==> src/rtl/td4_pkg.sv <==
// rtl/td4_pkg.sv - opcode constants for the TD4 core
// Purpose: shared opcode field width and the 4-bit opcode encodings.
// Ports: none (package).
package td4_pkg;

  localparam int OPC_W = 4;

  localparam logic [OPC_W-1:0] OP_ADD_A  = 4'b0000;
  localparam logic [OPC_W-1:0] OP_MOV_AB = 4'b0001;  // A <= B
  localparam logic [OPC_W-1:0] OP_IN_A   = 4'b0010;
  localparam logic [OPC_W-1:0] OP_MOV_A  = 4'b0011;  // A <= Im
  localparam logic [OPC_W-1:0] OP_MOV_BA = 4'b0100;  // B <= A
  localparam logic [OPC_W-1:0] OP_ADD_B  = 4'b0101;
  localparam logic [OPC_W-1:0] OP_IN_B   = 4'b0110;
  localparam logic [OPC_W-1:0] OP_MOV_B  = 4'b0111;  // B <= Im
  localparam logic [OPC_W-1:0] OP_OUT_B  = 4'b1001;
  localparam logic [OPC_W-1:0] OP_OUT_IM = 4'b1011;
  localparam logic [OPC_W-1:0] OP_JNC    = 4'b1110;
  localparam logic [OPC_W-1:0] OP_JMP    = 4'b1111;

endpackage

==> src/rtl/td4_alu.sv <==
// rtl/td4_alu.sv - combinational adder with A/B operand select
// Purpose: adds the immediate to register A or B, returning sum and carry-out.
// Ports: i_reg_a, i_reg_b - register operands; i_sel_b - 1 selects B;
//        i_imm - immediate addend; o_sum - low DATA_W bits; o_carry - carry-out.
module td4_alu #(
  parameter int DATA_W = 4
) (
  input  logic [DATA_W-1:0] i_reg_a,
  input  logic [DATA_W-1:0] i_reg_b,
  input  logic              i_sel_b,
  input  logic [DATA_W-1:0] i_imm,
  output logic [DATA_W-1:0] o_sum,
  output logic              o_carry
);

  logic [DATA_W-1:0] w_opnd;

  assign w_opnd = i_sel_b ? i_reg_b : i_reg_a;
  assign {o_carry, o_sum} = {1'b0, w_opnd} + {1'b0, i_imm};

endmodule

==> src/rtl/td4_core.sv <==
// rtl/td4_core.sv - single-cycle TD4 processor core
// Purpose: fetches instr_data at instr_addr and executes one instruction per
//          valid cycle; holds PC, A, B, carry and the output register.
// Ports: clk, rst (sync, active-high); instr_data/instr_valid - instruction
//        word and its qualifier; in_port - external input; instr_addr - PC;
//        out_port/out_strobe - output register and its one-cycle write pulse;
//        reg_a, reg_b, carry - architectural state.
module td4_core #(
  parameter int DATA_W = 4,
  parameter int ADDR_W = 4
) (
  input  logic                clk,
  input  logic                rst,
  input  logic [DATA_W+3:0]   instr_data,
  input  logic                instr_valid,
  input  logic [DATA_W-1:0]   in_port,
  output logic [ADDR_W-1:0]   instr_addr,
  output logic [DATA_W-1:0]   out_port,
  output logic                out_strobe,
  output logic [DATA_W-1:0]   reg_a,
  output logic [DATA_W-1:0]   reg_b,
  output logic                carry
);

  import td4_pkg::*;

  logic [ADDR_W-1:0] r_pc;
  logic [DATA_W-1:0] r_a;
  logic [DATA_W-1:0] r_b;
  logic [DATA_W-1:0] r_out;
  logic              r_strobe;
  logic              r_carry;

  logic [OPC_W-1:0]  w_opcode;
  logic [DATA_W-1:0] w_imm;
  logic [ADDR_W-1:0] w_target;
  logic [DATA_W-1:0] w_sum;
  logic              w_cout;
  logic              w_sel_b;

  logic [ADDR_W-1:0] w_pc_nxt;
  logic [DATA_W-1:0] w_a_nxt;
  logic [DATA_W-1:0] w_b_nxt;
  logic [DATA_W-1:0] w_out_nxt;
  logic              w_strobe_nxt;
  logic              w_carry_nxt;

  assign w_opcode = instr_data[DATA_W+OPC_W-1:DATA_W];
  assign w_imm    = instr_data[DATA_W-1:0];
  assign w_sel_b  = (w_opcode == OP_ADD_B);

  // Jump target: immediate zero-extended or truncated to the PC width.
  generate
    if (ADDR_W > DATA_W) begin : g_tgt_ext
      assign w_target = {{(ADDR_W-DATA_W){1'b0}}, w_imm};
    end else begin : g_tgt_trunc
      assign w_target = w_imm[ADDR_W-1:0];
    end
  endgenerate

  td4_alu #(.DATA_W(DATA_W)) u_alu (
    .i_reg_a (r_a),
    .i_reg_b (r_b),
    .i_sel_b (w_sel_b),
    .i_imm   (w_imm),
    .o_sum   (w_sum),
    .o_carry (w_cout)
  );

  // Everything not ADD clears carry, so carry defaults to 0 here.
  always_comb begin
    w_pc_nxt     = r_pc + ADDR_W'(1);
    w_a_nxt      = r_a;
    w_b_nxt      = r_b;
    w_out_nxt    = r_out;
    w_strobe_nxt = 1'b0;
    w_carry_nxt  = 1'b0;
    case (w_opcode)
      OP_ADD_A:  begin w_a_nxt = w_sum; w_carry_nxt = w_cout; end
      OP_ADD_B:  begin w_b_nxt = w_sum; w_carry_nxt = w_cout; end
      OP_MOV_A:  w_a_nxt = w_imm;
      OP_MOV_B:  w_b_nxt = w_imm;
      OP_MOV_AB: w_a_nxt = r_b;
      OP_MOV_BA: w_b_nxt = r_a;
      OP_IN_A:   w_a_nxt = in_port;
      OP_IN_B:   w_b_nxt = in_port;
      OP_OUT_B:  begin w_out_nxt = r_b;   w_strobe_nxt = 1'b1; end
      OP_OUT_IM: begin w_out_nxt = w_imm; w_strobe_nxt = 1'b1; end
      OP_JMP:    w_pc_nxt = w_target;
      // Tests the carry held before this instruction.
      OP_JNC:    if (!r_carry) w_pc_nxt = w_target;
      default:   ;
    endcase
  end

  always_ff @(posedge clk) begin
    if (rst) begin
      r_pc     <= '0;
      r_a      <= '0;
      r_b      <= '0;
      r_out    <= '0;
      r_strobe <= 1'b0;
      r_carry  <= 1'b0;
    end else if (instr_valid) begin
      r_pc     <= w_pc_nxt;
      r_a      <= w_a_nxt;
      r_b      <= w_b_nxt;
      r_out    <= w_out_nxt;
      r_strobe <= w_strobe_nxt;
      r_carry  <= w_carry_nxt;
    end else begin
      r_strobe <= 1'b0;
    end
  end

  assign instr_addr = r_pc;
  assign out_port   = r_out;
  assign out_strobe = r_strobe;
  assign reg_a      = r_a;
  assign reg_b      = r_b;
  assign carry      = r_carry;

endmodule

==> config.mk <==
export PLATFORM = sky130hd
export DESIGN_NAME = td4_core
export DESIGN_NICKNAME = d
export VERILOG_FILES = /design/src/rtl/td4_pkg.sv /design/src/rtl/td4_alu.sv /design/src/rtl/td4_core.sv
export SDC_FILE = /design/constraint.sdc
export NUM_CORES = 1
export LEC_CHECK = 0
export ABC_AREA = 1
export BUFFER_PORTS_ARGS = -buffer_cell sky130_fd_sc_hd__buf_2
export CAP_MARGIN = 15
export CORE_MARGIN = 4
export CORE_UTILIZATION = 30
export CTS_BUF_LIST = sky130_fd_sc_hd__clkbuf_4
export DETAILED_ROUTE_END_ITERATION = 10
export SKIP_LAST_GASP = 1
export SYNTH_ARGS = -nofsm -noshare
export SYNTH_HDL_FRONTEND = slang
export SYNTH_SLANG_ARGS = --single-unit
==> constraint.sdc <==
create_clock -name clk -period 2.93 [get_ports clk]
set_input_delay 0.586 -clock clk [delete_from_list [all_inputs] [get_ports clk]]
set_output_delay 0.586 -clock clk [all_outputs]
set_load 0.02 [all_outputs]
==> results of run 1 <==
[cell usage after synthesis]
cell      number
nor2_1        28
or2_2          1
nor2_2         2
ha_1           6
nand2_2        1
o211ai_1       5
nand3_1       22
fa_1           1
a31o_2         1
o21ai_1        3
o21ai_0       15
a21oi_1        9
nand4_1        3
inv_1         27
xnor2_1        1
dfxtp_1       18
nor4_1         1
nor3_4         1
nor3_1         3
a31oi_1        1
mux2_2         1
nor2_4         2
xor2_1         1
inv_2          3
nand2_1       50
clkbuf_1       1
[worst max-delay path, cell delays in order]
cell and delay (ns):
buf_2 0.11, inv_1 0.06, nor2_1 0.24, nand2_2 0.18, nand2_1 0.08, o21ai_0 0.08
ha_1 0.21, fa_1 0.44, or2_2 0.30, nand2_1 0.07, a21oi_1 0.05
[report_power, final]
part | switching, mW | internal (mW) | total, mW
clock network | 0.0748 | 0.0478 | 0.123
logic | 0.0971 | 0.0506 | 0.148
registers | 0.0121 | 0.257 | 0.269
total | 0.184 | 0.355 | 0.539
[final timing paths]
kind	slack, ns	startpoint	to
max	0.72	instr_data[6]	reg_b[1]$_SDFFE_PP0P_
min reg2reg	0.50	reg_b[0]$_SDFFE_PP0P_	reg_b[0]$_SDFFE_PP0P_
min	0.50	reg_b[0]$_SDFFE_PP0P_	reg_b[0]$_SDFFE_PP0P_
max reg2reg	1.16	reg_b[1]$_SDFFE_PP0P_	reg_b[1]$_SDFFE_PP0P_
[metrics by stage]
step           cell area [µm²]  utilization [%]  hold slack, ns
2_1_floorplan             1295                -          0.5538
3_3_place_gp              1514            37.05          0.4831
3_5_place_dp              1514            37.05          0.4873
4_1_cts                   1536            37.60          0.5064
5_1_grt                   1536            37.60          0.5347
6_report                  1536            37.60          0.5008
[sequential cells by signal, indices dropped and copies added, names as in the netlist]
signal,count
out_port,4
reg_b,4
carry,1
instr_addr,4
out_strobe,1
reg_a,4
[cell families (layout without fill, tap and decap cells)]
| family | count (synthesis) | in the layout | share of synthesized area (%) |
|---|---|---|---|
| buffers and inverters | 31 | 65 | 8.985 |
| and+or+nand+nor | 114 | 114 | 39.13 |
| DFF | 18 | 18 | 27.83 |
| AOI/OAI and AO/OA | 34 | 34 | 14.49 |
| adders and majority gates | 7 | 7 | 7.343 |
| muxes | 1 | 1 | 0.8695 |
| xor gates and xnor gates | 2 | 2 | 1.353 |
[cell usage in the layout (no fill, tap or decap)]
cell type	n
nand2_1	50
buf_2	32
nor2_1	28
inv_1	27
nand3_1	22
dfxtp_1	18
o21ai_0	15
a21oi_1	9
ha_1	6
o211ai_1	5
inv_2	3
nand4_1	3
o21ai_1	3
nor3_1	3
clkbuf_4	3
nor2_2	2
nor2_4	2
nand2_2	1
mux2_2	1
a31o_2	1
nor3_4	1
nor4_1	1
xor2_1	1
xnor2_1	1
or2_2	1
a31oi_1	1
fa_1	1
[layout make-up]
| type | count | area [µm²] |
|---|---|---|
| Sequential cell | 18 | 360.3 |
| Fill cell | 471 | 2550 |
| Tap cell | 50 | 62.56 |
| Timing Repair Buffer | 32 | 160.2 |
| Multi-Input combinational cell | 158 | 818.3 |
| Clock buffer | 3 | 22.52 |
| Inverter | 30 | 112.6 |
[per-layer routing]
metal / vias to the layer above / wire [µm]
met5: - / 0
met4: 0 / 15
met3: 2 / 185
met2: 30 / 1732
met1: 629 / 1781
li1: 743 / -
==> flow_metrics.env, run 1 <==
export IMPL_path_clk_slew_ns=0.10
export IMPL_met1_usage_pct=20.26
export IMPL_hold_depth=2
export IMPL_crit_path_end_kind="register"
export IMPL_cts_tree="done"
export IMPL_grt_max_degree=11
export IMPL_finalSetupTns_ns=0
export IMPL_start_util_pct=31.69
export IMPL_fmax_ghz=0.4519
export IMPL_synth_seq_area_share_pct=27.83
export IMPL_postCtsHoldBufs=0
export IMPL_use_met3_pct=3.146
export IMPL_gp_congestion=0.9131
export IMPL_finalMaxSlewViolations=0
export IMPL_dp_slack_ns=0.4086
export IMPL_htree_levels=1
export IMPL_grt_use_met2_pct=24.21
export IMPL_first_pass_iters=4
export IMPL_avgViaCountPerCell=4.825
export IMPL_grt_pass1_vias=1349
export IMPL_syn_nets=229
export IMPL_leakagePower_nw=0.7794
export IMPL_n_antenna_cell=0
export IMPL_vdd_ir_drop_worst_v=0.0001980
export IMPL_die_y_um=73.70
export IMPL_antenna_found_initial=0
export IMPL_post_cts_setup_buffers=0
export IMPL_vias=1404
export IMPL_p_per_area_nw_per_um2=351.1
export IMPL_fin_crit_sh_pct=75.52
export IMPL_cts_sinks=18
export IMPL_ioPinCount=33
export IMPL_die_area_um2=5432
export IMPL_core_um2=4086
export IMPL_finalSetupViolations=0
export IMPL_synth_top_area_share_pct=27.83
export IMPL_insertion_delay_ns=0.29
export IMPL_drive_above_1_share_pct=19.50
export IMPL_post_place_cells=288
export IMPL_max_slew_margin_pct=70.10
export IMPL_hold_class="register to register"
export IMPL_nets=265
export IMPL_synth_cell_type_count=26
export IMPL_gr_total_overflow=0
export IMPL_synth_area_um2=1295
export IMPL_crit_path_max_fanout=8
export IMPL_fin_crit_ns=2.213
export IMPL_cts_buffer_depth=2
export IMPL_wl_per_cell_um=12.77
export IMPL_grt_usage_pct=14.73
export IMPL_synth_cells=207
export IMPL_cp_arrival_ns=2.40
export IMPL_ctsResizeCount=0
export IMPL_finalHoldViolCount=0
export IMPL_stdcell_count=291
export IMPL_grt_pass1_wl_um=6279
export IMPL_status="finished, final reports clean"
export IMPL_yosysWarnings=0
export IMPL_clock_root_buffer="clkbuf_4"
export IMPL_rsz0062_at_grt="false"
export IMPL_cp_data_required_time_ns=3.12
export IMPL_drtIter0Drc=63
export IMPL_fin_ws_ns=0.7171
export IMPL_cp_start_kind="input port"
export IMPL_fp_row_count=23
export IMPL_crit_type="input port to register"
export IMPL_tightest_slew_ns=0.4469
export IMPL_ys_ff_latch=18
export IMPL_skew_ns=0.002868
export IMPL_dp_final_hpwl_um=3038
export IMPL_cts_made_buffers=3
export IMPL_rr_worst_depth=6
export IMPL_drv_cap=0
export IMPL_syn2layout_area_growth_pct=18.65
export IMPL_synth_area_leaders="dfxtp_1 (28%), nand2_1 (14%), nand3_1 (8.5%)"
export IMPL_wl_um=3715
export IMPL_power_total_mw=0.5394
export IMPL_synth_largest_area_cell="dfxtp_1"
export IMPL_avgSynthCellArea_um2=6.256
export IMPL_drc=0
export IMPL_die_w_um=73.70
export IMPL_port_buffers=32
export IMPL_final_antenna_net_count=0
export IMPL_top_usage_layer="met2"
(Power assumes the default switching activity.)
==> run 2, diff against run 1 <==
Clock period 2.93 ns to 2.1 ns, I/O delays scaled along.
==> run 2 against run 1 <==
Net effect: count of clock-buffer cells in the layout unchanged; register-to-register slack worse by 0.90 ns; wire length up 3.0%; cell count up 3.8%; largest cell class unchanged; sequential share of layout area down 1.1 points.
==> flow_metrics.env, run 2 (synthesized netlist as in run 1, its figures left out) <==
export IMPL_status="finished, final reports clean"
export IMPL_insertion_delay_ns=0.30
export IMPL_stdcell_count=302
export IMPL_cp_data_required_time_ns=2.31
export IMPL_gp_congestion=0.8997
export IMPL_path_delay_family="adder cells"
export IMPL_power_total_mw=0.7860
export IMPL_cts_made_buffers=3
export IMPL_path_cells="buf_2 -> inv_1 -> nor2_1 -> nand2_2 -> o21ai_0 -> ha_1 -> fa_1 -> or2_2 -> nand2_1 -> a21oi_1"
export IMPL_drtIter0Drc=79
export IMPL_syn2layout_area_growth_pct=24.73
export IMPL_post_place_cells=298
export IMPL_vdd_ir_drop_worst_v=0.0002098
export IMPL_hp_start="instr_valid"
export IMPL_leakagePower_nw=0.8296
export IMPL_reg2reg_from="reg_b[0]$_SDFFE_PP0P_"
export IMPL_dp_final_hpwl_um=3063
export IMPL_design_area_um2=1615
export IMPL_finalHoldViolCount=0
export IMPL_fin_ws_ns=0.2272
export IMPL_vias=1447
export IMPL_die_area_um2=5432
export IMPL_grt_max_degree=11
export IMPL_wl_um=3828
export IMPL_post_cts_setup_buffers=0
export IMPL_critPathBufInv=2
export IMPL_crit_path_end_kind="register"
export IMPL_skew_ns=0.01037
export IMPL_utilization_pct=39.53
export IMPL_nets=275
export IMPL_grt_usage_pct=14.62
export IMPL_p_per_area_nw_per_um2=486.6
export IMPL_crit_path_max_fanout=5
export IMPL_fin_crit_ns=1.873
export IMPL_hold_class="input port to register"
export IMPL_fp_row_count=23
export IMPL_drv_cap=0
export IMPL_drive_above_1_share_pct=22.62
export IMPL_cts_buffer_depth=2
export IMPL_htree_levels=1
export IMPL_die_w_um=73.70
export IMPL_drc=0
export IMPL_placed_area_um2=1589
export IMPL_antenna_found_initial=0
export IMPL_cts_tree="done"
export IMPL_hold_depth=2
export IMPL_hold_ws_ns=0.4018
export IMPL_final_antenna_net_count=0
export IMPL_crit_type="input port to register"
export IMPL_port_buffers=32
export IMPL_grt_pass1_vias=1327
export IMPL_ioPinCount=33
export IMPL_fin_crit_sh_pct=89.18
export IMPL_finalSetupViolations=0
export IMPL_rr_worst_depth=7
export IMPL_max_slew_margin_pct=70.20
export IMPL_cp_start_kind="input port"
export IMPL_finalSetupTns_ns=0
export IMPL_max_stage_delay_ns=0.45
export IMPL_finalMaxSlewViolations=0
export IMPL_die_y_um=73.70
export IMPL_path_clk_slew_ns=0.12
export IMPL_start_util_pct=31.69
export IMPL_grt_pass1_wl_um=6127
export IMPL_n_antenna_cell=0
export IMPL_tightest_slew_ns=0.4454
export IMPL_postCtsHoldBufs=0
export IMPL_layout_commonest_cell="nand2_1"
export IMPL_cp_arrival_ns=2.08
export IMPL_core_um2=4086
export IMPL_avgViaCountPerCell=4.791
export IMPL_dp_slack_ns=-0.09656
export IMPL_holdPathEnd="instr_addr[0]$_SDFFE_PP0P_"
export IMPL_gr_total_overflow=0
export IMPL_fmax_ghz=0.5339
export IMPL_cp_slowest_cell="fa_1"
export IMPL_clock_root_buffer="clkbuf_4"
export IMPL_wl_per_cell_um=12.68
export IMPL_first_pass_iters=4
export IMPL_ctsResizeCount=0
export IMPL_r2r_end="reg_b[1]$_SDFFE_PP0P_"
export IMPL_final_cell_mix="nand2_1 (50), buf_2 (32), nor2_1 (28), inv_1 (27), nand3_1 (22)"
export IMPL_rsz0062_at_grt="false"
export IMPL_r2r_setup_slack_ns=0.26
export IMPL_cts_sinks=18
run 2: how the worst max path moves through the flow:
stage | startpoint | to | slack [ns] | cells after the start
floorplan | instr_data[6] | reg_b[1]$_SDFFE_PP0P_ | 0.04 | 10
global placement | instr_data[6] | reg_b[1]$_SDFFE_PP0P_ | -0.14 | 10
detailed placement | instr_data[6] | reg_b[1]$_SDFFE_PP0P_ | -0.1 | 10
CTS | instr_data[6] | reg_b[1]$_SDFFE_PP0P_ | 0.23 | 10
global route | instr_data[6] | reg_b[1]$_SDFFE_PP0P_ | 0.11 | 10
finish | instr_data[6] | reg_b[1]$_SDFFE_PP0P_ | 0.23 | 10
run 2: layout make-up:
type,instances,area [µm²]
well taps,50,62.56
clock inverters,1,3.754
multi-input cells,158,818.3
inverters,30,112.6
clock buffers,3,22.52
repair buffers,42,235.2
fillers,455,2471
flip-flops and latches,18,360.3
run 2: worst reg2reg max path, cell delays in order, from the launching register on:
cell	delay, ns
dfxtp_1	0.40
inv_1	0.08
o21ai_0	0.17
ha_1	0.21
fa_1	0.45
or2_2	0.30
nand2_1	0.08
a21oi_1	0.05
run 2: where the power goes:
group	internal, mW	leakage [nW]	total (mW)	switching [mW]
sequential	0.359	0.147	0.376	0.0178
combinational	0.0826	0.667	0.221	0.139
clock	0.0693	0.0154	0.188	0.119
total	0.511	0.830	0.786	0.275
run 2: layer usage:
layer | up-vias | track usage, % | part of all wire (%)
met5 | - | 0 | 0
met1 | 636 | 19.70 | 47
met3 | 4 | 3.967 | 6.3
met4 | 0 | 3.219 | 1.1
met2 | 44 | 23.23 | 45
li1 | 763 | - | -
==> run 3, diff against run 2 <==
Settings changed: ABC_AREA 1 to unset.
==> run 3 against run 2 <==
Net effect: cell area rose by 2.6%; power fell by 1.1%; die area fell by 5.9%; global-route usage fell by 0.40 points; core utilization rose by 4.4 points; critical path depth fell by 1; first-iteration DRC count fell by 27%; the run now ends with negative setup slack left; critical path type unchanged.
==> flow_metrics.env, run 3 <==
export IMPL_synth_cell_type_count=38
export IMPL_skew_ns=0.003832
export IMPL_async_reset_ff_share_pct=0
export IMPL_syn2layout_area_growth_pct=37.16
export IMPL_synth_area_leaders="dfxtp_1 (30%), mux2i_1 (7.5%), mux4_2 (7.5%)"
export IMPL_finalMaxSlewViolations=0
export IMPL_clock_root_buffer="clkbuf_4"
export IMPL_die_area_um2=5109
export IMPL_avgSynthCellArea_um2=9.157
export IMPL_p_seq_share_pct=47.2
export IMPL_net_switching_power_mw=0.2452
export IMPL_final_antenna_net_count=0
export IMPL_ys_ff_latch=18
export IMPL_antenna_found_initial=0
export IMPL_rr_worst_depth=6
export IMPL_die_y_um=71.48
export IMPL_wl_per_cell_um=15.35
export IMPL_fp_row_count=22
export IMPL_core_um2=3771
export IMPL_cp_start_kind="input port"
export IMPL_fmax_ghz=0.4304
export IMPL_cts_tree="done"
export IMPL_path_cells="buf_6 -> nand2b_4 -> nor3b_4 -> mux2_4 -> ha_4 -> fa_2 -> mux4_2 -> mux2i_1 -> nor2_1"
export IMPL_first_pass_iters=4
export IMPL_reg2reg_from="reg_a[0]$_SDFFE_PP0P_"
export IMPL_drc=0
export IMPL_max_slew_margin_pct=63.16
export IMPL_cts_made_buffers=3
export IMPL_vdd_ir_drop_worst_v=0.0001674
export IMPL_ys_flop_type="dfxtp_1"
export IMPL_cts_buffer_depth=2
export IMPL_path_delay_family="multiplexers"
export IMPL_nets=199
export IMPL_yosysWarnings=0
export IMPL_avgViaCountPerCell=5.335
export IMPL_setup_worst_path_start="instr_data[5]"
export IMPL_die_w_um=71.48
export IMPL_htree_levels=1
export IMPL_grt_max_degree=19
export IMPL_port_buffers=32
export IMPL_ioPinCount=33
export IMPL_synth_area_um2=1209
export IMPL_vias=1195
export IMPL_post_synth_top_count_cell="dfxtp_1"
export IMPL_synth_largest_area_cell="dfxtp_1"
export IMPL_power_share_switching_pct=31.54
export IMPL_finalSetupTns_ns=-0.8900
export IMPL_syn_nets=154
export IMPL_insertion_delay_ns=0.30
export IMPL_leakagePower_nw=0.7326
export IMPL_grt_usage_pct=14.22
export IMPL_wl_um=3439
export IMPL_r2r_end="reg_a[1]$_SDFFE_PP0P_"
export IMPL_status="finished, violations left"
export IMPL_grt_pass1_vias=1191
export IMPL_crit_path_end_kind="register"
export IMPL_ys_top_cells_by_count="dfxtp_1 (18), nor2_1 (14), mux2i_1 (9), a21oi_1 (8)"
export IMPL_layout_commonest_cell="buf_2"
export IMPL_fin_crit_sh_pct=110.6
export IMPL_cp_slowest_cell="mux4_2"
export IMPL_violations="negative setup slack"
export IMPL_tightest_slew_ns=0.5506
export IMPL_path_clk_slew_ns=0.11
export IMPL_rsz0062_at_grt="true"
export IMPL_nFillCells=372
export IMPL_synth_edff_count=0
export IMPL_dp_final_hpwl_um=2567
export IMPL_r2r_setup_slack_ns=0.11
export IMPL_drive_above_1_share_pct=39.77
export IMPL_multi_input_area_um2=917.1
export IMPL_crit_path_max_fanout=3
export IMPL_hold_class="input port to register"
export IMPL_gr_total_overflow=0
export IMPL_start_util_pct=32.05
export IMPL_crit_type="input port to register"
export IMPL_n_antenna_cell=0
export IMPL_synth_seq_area_share_pct=29.81
export IMPL_cp_data_required_time_ns=2.29
export IMPL_seq_area_um2=360.3
export IMPL_critPathBufInv=1
export IMPL_fin_crit_ns=2.323
export IMPL_cts_sinks=18
export IMPL_gp_congestion=0.8119
export IMPL_stdcell_count=224
export IMPL_clock_power_share_pct=23.6
export IMPL_postCtsHoldBufs=0
export IMPL_p_int_mw=0.5322
export IMPL_p_per_area_nw_per_um2=469.0
export IMPL_finalHoldViolCount=0
export IMPL_utilization_pct=43.96
export IMPL_max_stage_delay_ns=0.46
export IMPL_drv_cap=0
export IMPL_final_cell_mix="buf_2 (31), dfxtp_1 (18), nor2_1 (14), buf_4 (14), mux2i_1 (9)"
export IMPL_finalSetupViolations=7
export IMPL_comb_power_share_pct=29.2
export IMPL_synth_top_area_share_pct=29.81
export IMPL_worst_path_stages=9
export IMPL_drtIter0Drc=58
export IMPL_synth_cells=132
export IMPL_crit_path_end="reg_a[1]$_SDFFE_PP0P_"
export IMPL_grt_pass1_wl_um=5885
export IMPL_fin_ws_ns=-0.2233
export IMPL_power_total_mw=0.7775
export IMPL_post_place_cells=214
export IMPL_cp_arrival_ns=2.51
## run 3: cell count changes in the layout (fill, tap and decap cells not counted), sizes merged, moves of 5 or more
cell	delta
inv	-27
o21ai	-13
buf	+5
nand3	-16
nor2b	+6
a211oi	+7
nor2	-17
mux2i	+9
nand2	-44
## run 3: kinds of logic (layout without fill, tap and decap cells)
| group | count (synthesis) | after routing | share of synthesized area (%) |
|---|---|---|---|
| DFF | 18 | 18 | 29.81 |
| and+or+nand+nor | 47 | 47 | 20.39 |
| adders and majority gates | 7 | 7 | 7.867 |
| xor gates and xnor gates | 2 | 2 | 1.450 |
| buffers and inverters | 10 | 54 | 3.830 |
| muxes | 18 | 18 | 19.57 |
| AOI/OAI and AO/OA | 30 | 30 | 17.08 |
## run 3: final cells by class
type,count,area share (%)
multi-input combinational,104,55.32
timing repair buffer,47,17.06
tap,48,3.623
clock buffer,3,1.358
inverter,3,0.6792
sequential,18,21.74
clock inverter,1,0.2264
## run 3: worst min-delay path by stage
| stage | slack (ns) | start | endpoint | depth (start not counted) |
|---|---|---|---|---|
| floorplan | 0.55 | carry$_SDFFE_PP0P_ | carry$_SDFFE_PP0P_ | 2 |
| global placement | 0.49 | out_port[0]$_SDFFE_PP0P_ | out_port[0]$_SDFFE_PP0P_ | 2 |
| detailed placement | 0.48 | carry$_SDFFE_PP0P_ | carry$_SDFFE_PP0P_ | 2 |
| CTS | 0.44 | instr_valid | instr_addr[1]$_SDFFE_PP0P_ | 2 |
| global route | 0.45 | instr_valid | instr_addr[1]$_SDFFE_PP0P_ | 2 |
| finish | 0.44 | instr_valid | instr_addr[1]$_SDFFE_PP0P_ | 2 |
## run 3: what timing repair did
action	CTS	global route
resized for setup	11	5
endpoints found under the setup margin	7	7
setup buffers	3	3
pin swaps	12	8
## run 3: power by group through the flow
stage               sequential [mW]  combinational (mW)  clock (mW)
global route                  0.370               0.249       0.205
CTS                           0.367               0.216       0.191
finish                        0.367               0.227       0.183
floorplan                     0.390               0.113           0
detailed placement            0.375               0.200           0
global placement              0.375               0.194           0
## run 3: metal layers
layer  GRT usage, %  vias to the layer above  share of wire [%]
met2          23.88                       39                 50
li1               -                      574                  -
met4          5.637                        0                1.7
met5              0                        -                  0
met3          2.384                        6                4.9
met1          18.06                      576                 43
## run 3: through the flow
| stage | setup WS (ns) | area, µm² | hold slack [ns] |
|---|---|---|---|
| 6_report | -0.2233 | 1658 | 0.4405 |
| 3_3_place_gp | -0.4728 | 1501 | 0.4861 |
| 3_5_place_dp | -0.5590 | 1501 | 0.4849 |
| 5_1_grt | -0.3121 | 1658 | 0.4480 |
| 4_1_cts | -0.2114 | 1604 | 0.4431 |
| 2_1_floorplan | -0.3543 | 1255 | 0.5547 |
